**src/rtl/prbs7_ber_ctrl.sv**
```systemverilog
// prbs7_ber_ctrl
//   Run controller for a PRBS7 bit-error-rate measurement. After start it
//   discards FLUSH_CYC cycles while the checker pipeline drains. It then waits
//   for LOCK_LEN consecutive error-free words, giving up after LOCK_TMO words.
//   Once locked it accumulates error statistics over windowLen words, or until
//   stop when windowLen is 0.
//
// Ports
//   clk          : 40MHz clock, rising edge
//   rst          : synchronous active-high reset
//   start        : pulse, begins a run (honoured in IDLE/DONE only)
//   stop         : pulse, aborts a run to DONE
//   windowLen    : words to measure, 0 = run until stop
//   errorCounter : per-word bit-error count from the checker
//   busy         : high in FLUSH, LOCK, COUNT
//   locked       : high in COUNT, held into DONE if COUNT was reached
//   done         : one-cycle pulse on entry to DONE
//   lockFail     : sticky, lock timed out
//   errorTotal   : saturating sum of errorCounter over COUNT words
//   wordTotal    : saturating count of COUNT words
//   errWords     : saturating count of COUNT words with errors
module prbs7_ber_ctrl #(
  parameter int FLUSH_CYC = 8,   // must be >= 1
  parameter int LOCK_LEN  = 16,
  parameter int LOCK_TMO  = 1024
) (
  input  logic        clk,
  input  logic        rst,
  input  logic        start,
  input  logic        stop,
  input  logic [31:0] windowLen,
  input  logic [6:0]  errorCounter,
  output logic        busy,
  output logic        locked,
  output logic        done,
  output logic        lockFail,
  output logic [47:0] errorTotal,
  output logic [47:0] wordTotal,
  output logic [31:0] errWords
);

  typedef enum logic [2:0] {IDLE, FLUSH, LOCK, COUNT, DONE} state_t;

  state_t      state;
  logic [31:0] flush_cnt, run_cnt, tmo_cnt;
  logic [47:0] err_tot, word_tot;
  logic [31:0] err_words;

  assign errorTotal = err_tot;
  assign wordTotal  = word_tot;
  assign errWords   = err_words;

  // Next values of the lock counters and saturating accumulators
  logic [31:0] run_nxt, tmo_nxt;
  logic [48:0] et_sum;
  logic [47:0] et_sat, wt_sat;
  logic [31:0] ew_sat;
  logic        win_hit;

  always_comb begin
    run_nxt = (errorCounter == 7'd0) ? run_cnt + 32'd1 : 32'd0;
    tmo_nxt = tmo_cnt + 32'd1;
    et_sum  = {1'b0, err_tot} + {42'd0, errorCounter};
    et_sat  = et_sum[48] ? '1 : et_sum[47:0];
    wt_sat  = (&word_tot)  ? word_tot  : word_tot + 48'd1;
    ew_sat  = (errorCounter == 7'd0 || (&err_words)) ? err_words
                                                      : err_words + 32'd1;
    // The word being counted this cycle is included in the window
    win_hit = (windowLen != 32'd0) && (wt_sat == {16'd0, windowLen});
  end

  always_ff @(posedge clk) begin
    if (rst) begin
      state     <= IDLE;
      busy      <= 1'b0;
      locked    <= 1'b0;
      done      <= 1'b0;
      lockFail  <= 1'b0;
      err_tot   <= '0;
      word_tot  <= '0;
      err_words <= '0;
      flush_cnt <= '0;
      run_cnt   <= '0;
      tmo_cnt   <= '0;
    end else begin
      done <= 1'b0;
      case (state)
        IDLE, DONE: begin
          // start beats a simultaneous stop here
          if (start) begin
            state     <= FLUSH;
            busy      <= 1'b1;
            locked    <= 1'b0;
            lockFail  <= 1'b0;
            err_tot   <= '0;
            word_tot  <= '0;
            err_words <= '0;
            flush_cnt <= '0;
            run_cnt   <= '0;
            tmo_cnt   <= '0;
          end
        end
        FLUSH: begin
          if (stop) begin
            state <= DONE;
            busy  <= 1'b0;
            done  <= 1'b1;
          end else if (flush_cnt == FLUSH_CYC - 1) begin
            state <= LOCK;
          end else begin
            flush_cnt <= flush_cnt + 32'd1;
          end
        end
        LOCK: begin
          if (stop) begin
            state <= DONE;
            busy  <= 1'b0;
            done  <= 1'b1;
          end else if (run_nxt == LOCK_LEN) begin
            // lock is checked before timeout so it wins a tie
            state   <= COUNT;
            locked  <= 1'b1;
            run_cnt <= run_nxt;
          end else if (tmo_nxt == LOCK_TMO) begin
            state    <= DONE;
            busy     <= 1'b0;
            done     <= 1'b1;
            lockFail <= 1'b1;
          end else begin
            run_cnt <= run_nxt;
            tmo_cnt <= tmo_nxt;
          end
        end
        COUNT: begin
          err_tot   <= et_sat;
          word_tot  <= wt_sat;
          err_words <= ew_sat;
          // stop and window completion together still give one DONE entry
          if (stop || win_hit) begin
            state <= DONE;
            busy  <= 1'b0;
            done  <= 1'b1;
          end
        end
        default: begin
          state <= IDLE;
          busy  <= 1'b0;
        end
      endcase
    end
  end

endmodule

```
**config.mk**
```make
export PLATFORM = sky130hd
export DESIGN_NAME = prbs7_ber_ctrl
export DESIGN_NICKNAME = d
export VERILOG_FILES = /design/src/rtl/prbs7_ber_ctrl.sv
export SDC_FILE = /design/constraint.sdc
export NUM_CORES = 1
export LEC_CHECK = 0
export CORE_UTILIZATION = 62
export CTS_CLUSTER_SIZE = 10
export DETAILED_ROUTE_END_ITERATION = 8
export GPL_TIMING_DRIVEN = 0
export PLACE_DENSITY = 0.86
export SLEW_MARGIN = 20
export SYNTH_ARGS = -nofsm -noshare
export SYNTH_HDL_FRONTEND = slang
export SYNTH_SLANG_ARGS = --single-unit
```
**constraint.sdc**
```tcl
create_clock -name clk -period 8.1 [get_ports clk]
set_input_delay 1.62 -clock clk [delete_from_list [all_inputs] [get_ports clk]]
set_output_delay 1.62 -clock clk [all_outputs]
set_load 0.01 [all_outputs]
```
# After elaboration in Yosys (flattened, before gate mapping)
# Cells that the tools add are included.
word_totals:
  register_bits: 231
  input_bits: 43
  out_inout_bits: 132
  word_cells: 111
classes:
  add_sub_neg: 6
  eq_ne: 24
  mux: 49
  reduce_logical: 21
ops:
  columns: ["operator", "n"]
  rows:
  - ["$mux 32", 11]
  - ["$pmux 32 s2", 4]
  - ["$pmux 48 s2", 2]
  - ["$mux 48", 3]
  - ["$add 32x1->32 const B", 4]
  - ["$add 48x7->49", 1]
  - ["$add 48x1->48 const B", 1]
  - ["$eq 48x32->1", 1]
  - ["$reduce_and 48->1", 1]
  - ["$eq 32x11->1 const B", 1]
  - ["$eq 32x3->1 const B", 1]
  - ["$eq 32x5->1 const B", 1]
  - ["$reduce_and 32->1", 1]
  - ["$reduce_bool 32->1", 1]
  - ["$ne 2x2->1 const B", 11]
  - ["$mux 3", 7]
  - ["$mux 1", 17]
  - ["$reduce_and 4->1", 4]
  - ["$reduce_and 5->1", 3]
  - ["$ne 3x3->1 const B", 4]
  - ["$pmux 3 s4", 1]
  - ["$logic_not 7->1", 1]
  - ["$eq 3x2->1 const B", 2]
  - ["$reduce_bool 2->1", 3]
  - ["12 further kinds", 14]

# Depth between registers and ports, before layout
depth:
  depth_word: 7
  mapped_depth: 15
  depth_no_buf: 13

# Worst setup path after synthesis
# No wires, ideal clock.
synth_timing:
  path_kind: "input-to-reg"
  start: "input errorCounter[0]"
  end: "register err_tot[22] (netlist: errorTotal[22])"
  setup_ps: 117
  t_arrival_ps: 4104
  required_time_ps: 7983
  slack_ps: 3879
  cell_stages: 13
  path_buffers: 1
  path_cell_list: "ha_1 inv_1 fa_1 nor2b_1 o21ai_0 a21oi_1 o21a_1 o21a_1 o21ai_0 clkbuf_1 nor4_1 o21ai_0 a32o_1"
synth_via:
  elab_chain_cells: 3
synth_rtl:
  columns: ["item", "line_no", "source"]
  rows:
  - ["start, declared", "32", "input logic [6:0] errorCounter,"]
  - ["$add 48x7->49", "63", "et_sum = {1'b0, err_tot} + {42'd0, errorCounter};"]
  - ["$mux 48", "64", "et_sat = et_sum[48] ? '1 : et_sum[47:0];"]
  - ["$pmux 48 s2", "87", "case (state)"]
  - ["end signal, assigned", "135", "err_tot <= et_sat;"]
  - ["end, declared", "46", "logic [47:0] err_tot, word_tot;"]
# Every way passes these cells.
# A chain may end at the register's enable or synchronous reset.

# Worst setup path in the final report
layout_timing:
  start: "register word_tot[0] (netlist: wordTotal[0])"
  end: "register done"
layout_via:
  elab_chain_cells: 7
  elab_cells_between_ends: 8
  cone_classes: "1 x add/sub; 1 x eq/ne; 3 x mux; 3 x reduce/logical"
layout_rtl:
  columns: ["item", "line_no", "source"]
  rows:
  - ["start, declared", "46", null]
  - ["start signal, assigned", "136", "word_tot <= wt_sat;"]
  - ["$add 48x1->48 / $reduce_and 48->1 (equally long branches)", "65", "wt_sat = (&word_tot) ? word_tot : word_tot + 48'd1;"]
  - ["$mux 48 *", "65", null]
  - ["$eq 48x32->1 *", "69", "win_hit = (windowLen != 32'd0) && (wt_sat == {16'd0, windowLen});"]
  - ["$logic_and 1x1->1 *", "69", null]
  - ["$logic_or 1x1->1 *", "139", "if (stop || win_hit) begin"]
  - ["$mux 1 *", "139", null]
  - ["$pmux 1 s3 *", "87", null]
  - ["end signal, assigned", "77", "done <= 1'b0;"]
  - ["end signal, assigned", "86", "done <= 1'b0;"]
  - ["end signal, assigned", "142", "done <= 1'b1;"]
  - ["end, declared", "35", "output logic done,"]
# Every way passes the cells marked *; elsewhere a longest branch is shown, timed or not.

==> summary.txt <==
Clock network
  – H-tree depth: 1
  – Number of instances resized during post-cts repair: 0
  – Num CTS Buffers: 28
  – Post-CTS setup-driven buffer insertion count: 0
  – TritonCTS clock tree: done
  – Clock root buffer: clkbuf_16
  – Clock-pin transition on the worst setup and hold timing paths: roughly 60 ps
  – Latest clock arrival within the worst-skew pair: about 550 ps
  – Clk buf depth: 3
  – CTS Hold Buffers Added: 0
  – Number of sinks on the clock net: between 200 and 250

Critical path
  – Critical Setup Path Class: flop to flop
  – Startpoint class of the critical path: flop
  – Maximum fanout encountered on the critical timing path: 10
  – Critical path data arrival time: 5850 ps
  – Peak per-stage delay on the critical path: 860 ps
  – Critical path, cell by cell: ha_1 > nand3_1 > clkbuf_1 > nor2_1 > nand3_1 > clkbuf_1 > nor4_1 > xnor2_1 > nand4_1 > nor4_1 > a41oi_1 > o21ai_0 > nor3b_1
  – FF-to-FF path depth: 13
  – Reg2Reg Capture Point: done$_SDFF_PP0_
  – Bufs and invs on worst path: 2
  – Reg-to-Reg Start: wordTotal[0]$_SDFFE_PP0P_
  – Kind of cell adding the most delay to the critical path: simple AND/OR/NAND/NOR gates
  – Required time worst endpoint: approximately 8500 ps
  – Setup slack of the worst register-to-register path: around 2600 ps
  – Endpoint type of the worst setup path: flop
  – Cell with the largest stage delay on the worst path: nor4_1

Worst hold path
  – Number of instances on the worst hold path: 2
  – Worst hold path endpoint: errorTotal[2]$_SDFFE_PP0P_
  – Type of the tightest min-delay check: flop to flop
  – Critical hold path startpoint: errorTotal[2]$_SDFFE_PP0P_

Power
  – Net switching fraction of the power: 31.7%
  – Internal Dissipation: a little under 0.002 W
  – Cell leakage power: roughly 5.7 nW
  – Reg power frac: 40.3%
  – VDD IR max: between 0.15 and 0.2 mV
  – Net Switching: around 0.0009 W
  – Comb power frac: roughly a fifth
  – Total power density per cell area: roughly 160 nW/um2
  – Clock network fraction of total power: between 40% and 50%

Place
  – Final weighted congestion of routability-driven global placement: 1.08
  – Estimated wirelength of the detail-placed design: 42,200 um
  – PortBufs: ~170
  – Cells after DPL: about 2,500

Final layout
  – # fillers: between 1,500 and 2,000
  – Share of post-route cells with drive strength above 1: ~5.4%
  – Antenna fix cells: 0
  – Area growth, synth to finish: 19.8%
  – Final nets: 2,269
  – Number of non-filler instances in the completed layout: roughly 2,500

Die
  – Vertical extent of the die: 157 um
  – Effective utilization at floorplan: 63.5%
  – Count of boundary I/O pins: between 150 and 200
  – Num rows: 56
  – Floorplan Core Area: approximately 24,000 um2
  – Chip Width: 157 um
  – DIE AREA: between 20,000 and 25,000 um2

Timing
  – Setup repair after global routing missed its margin: no
  – Max Clk Rate: around 180 MHz
  – Worst hold slack: roughly 480 ps
  – Post-route clock period utilization: between 60% and 70%
  – Final number of setup-violating endpoints: 0
  – Relative slew slack: between 30% and 40%
  – Count of endpoints failing hold in the final timing report: 0
  – Final min period: approximately 5500 ps
  – Max-slew violation count: 0
  – Worst Skew: 9.62 ps
  – Worst Max-Slew Pin Slew: 1010 ps
  – Total Negative Setup Slacks: 0 ps

Synth
  – Count of flip-flops with a built-in enable after synthesis: 0
  – Top cell types by occurrence after synthesis: dfxtp_1, nor2_1, nand2_1, a21oi_1, o21ai_0
  – Post-Syn Nets: 2,065
  – Cell area after synthesis: approximately 15,000 um2
  – Most frequently used flop master after synthesis: dfxtp_1
  – Share of synthesized flip-flops with an asynchronous set or reset: 0%
  – Dominant cell by count in the synthesized netlist: dfxtp_1
  – Number of storage elements in the synthesis netlist: around 230
  – Library cell with the largest summed area after synthesis: dfxtp_1
  – Mean post-synth cell area: 7.45 um2
  – Synth Warn #: 0
  – Synth top area share: ~30%
  – Synthesized instance count: about 2,000
  – Fraction of the yosys area taken by sequential cells: 30.9%
  – Count of distinct cell types in the synthesized netlist: 88
  – Largest cells by area after synthesis: dfxtp_1, a21oi_1, nor2_1, o21ai_0, nand2_1

GRT
  – Initial antenna violation count: 0
  – Wire length of the first global-routing pass: ~89,000 um
  – Via count of the first global-routing pass: around 17,000
  – All-Layer GR Usage: a little under half
  – Global route total overflow: 0
  – Maximum number of pins on one net before global-route repair: 14

Flow run
  – Max Cap Violations: 0

Drt
  – Met3 wire len: 6610 um
  – Number of detailed-route iterations in the first pass: 6
  – Sum of met2 wire segment lengths after detailed routing: 26,200 um
  – Iteration-0 DRC count of the detailed router: roughly 2,300
  – Post-Route M1 WL: approximately 21,000 um
  – Routed WL per cell: around 23 um
  – Via count: around 18,000
  – Highest routing layer actually used: met4
  – Final routed DRC violation total: 0
  – Count of antenna-violating nets left after detailed routing: 0
  – Via density per instance: just under 7
  – Routed WL: a little under 60,000 um

Status
  – Result of the run: finished, final reports clean
-- power groups by stage --
stage,clock (W),combinational [W],sequential [W]
floorplan,0,0.000299,0.00119
global placement,0,0.000511,0.00119
detailed placement,0,0.000523,0.00119
CTS,0.00116,0.000528,0.00117
global route,0.00120,0.000581,0.00117
finish,0.00117,0.000559,0.00117
-- per-layer routing --
metal | vias to the layer above | global-route usage [%]
li1 | 7847 | -
met1 | 8157 | 54.8
met2 | 1270 | 74.5
met3 | 327 | 8.92
met4 | 0 | 29.9
met5 | - | 0
-- placed cells by master (no fill, tap or decap), types with 13 or more instances in the layout --
master | synthesis | routed
dfxtp_1 | 231 | 231
nor2_1 | 199 | 199
nand2_1 | 185 | 185
clkdlybuf4s50_1 | 0 | 174
a21oi_1 | 157 | 157
o21ai_0 | 140 | 140
clkbuf_1 | 105 | 108
nand3_1 | 107 | 107
nor3_1 | 80 | 80
nand4_1 | 76 | 76
xnor2_1 | 69 | 69
nor4_1 | 59 | 57
and3_1 | 53 | 53
xor2_1 | 53 | 53
or3_1 | 42 | 42
inv_1 | 32 | 32
a31oi_1 | 32 | 32
a311oi_1 | 29 | 29
clkbuf_16 | 0 | 29
and4_1 | 22 | 22
buf_2 | 21 | 21
and2_1 | 17 | 17
nand3b_1 | 16 | 16
a22oi_1 | 14 | 14
a211oi_1 | 14 | 14
or4_1 | 14 | 14
nor3b_1 | 15 | 14
or2_2 | 13 | 13
-- cell families after synthesis --
group                    synth area share, %
AND/OR/NAND/NOR                         34.1
adder cells (fa/ha/maj)                 1.14
buffers and inverters                   4.62
AO/OA/AOI/OAI                           21.0
XOR/XNOR                                7.14
flip-flops                              30.9
multiplexers                            1.13
-- worst register-to-register path, delay by kind of cell, from the launching register on --
family,cells,cell delay (ps)
compound gates,2,460
xor+xnor,1,210
flops,1,520
buf+inv,2,560
simple gates,7,3170
fa+ha+maj,1,380
-- area by class of cell --
class	instances	area (um2)	area share (%)
Multi-Input combinational cell	1605	9660	53.9
Sequential cell	231	4620	25.8
Timing Repair Buffer	174	1740	9.71
Clock buffer	34	764	4.26
Buffer	141	572	3.19
Tap cell	319	399	2.23
Inverter	32	120	0.670
Clock inverter	3	42.5	0.237
-- through the flow --
step	cell area (um2)	power [W]	util (%)	worst slack, ps
2_1_floorplan	15000	0.00149	-	3880
3_3_place_gp	17100	0.00170	72.6	2580
3_5_place_dp	17100	0.00171	72.7	2550
4_1_cts	17900	0.00285	76.1	3010
5_1_grt	17900	0.00295	76.2	2540
6_report	17900	0.00290	76.2	2640
-- state kept, by name, indices dropped and copies added, names as in the netlist --
signal / flops
locked: 1
errWords: 32
busy: 1
done: 1
run_cnt: 32
errorTotal: 48
flush_cnt: 32
lockFail: 1
tmo_cnt: 32
state: 3
wordTotal: 48
-- worst max path at each step --
stage | startpoint | end | slack, ps | cells past startpoint
global placement | errorCounter[3] | tmo_cnt[16]$_SDFFE_PP0P_ | 2580 | 13
global route | wordTotal[0]$_SDFFE_PP0P_ | done$_SDFF_PP0_ | 2540 | 13
floorplan | errorCounter[0] | errorTotal[22]$_SDFFE_PP0P_ | 3880 | 13
detailed placement | errorCounter[3] | tmo_cnt[19]$_SDFFE_PP0P_ | 2550 | 13
finish | wordTotal[0]$_SDFFE_PP0P_ | done$_SDFF_PP0_ | 2640 | 13
CTS | wordTotal[0]$_SDFFE_PP0P_ | busy$_SDFFE_PP0P_ | 3010 | 13
No activity file was read; power rests on OpenSTA's default activity.
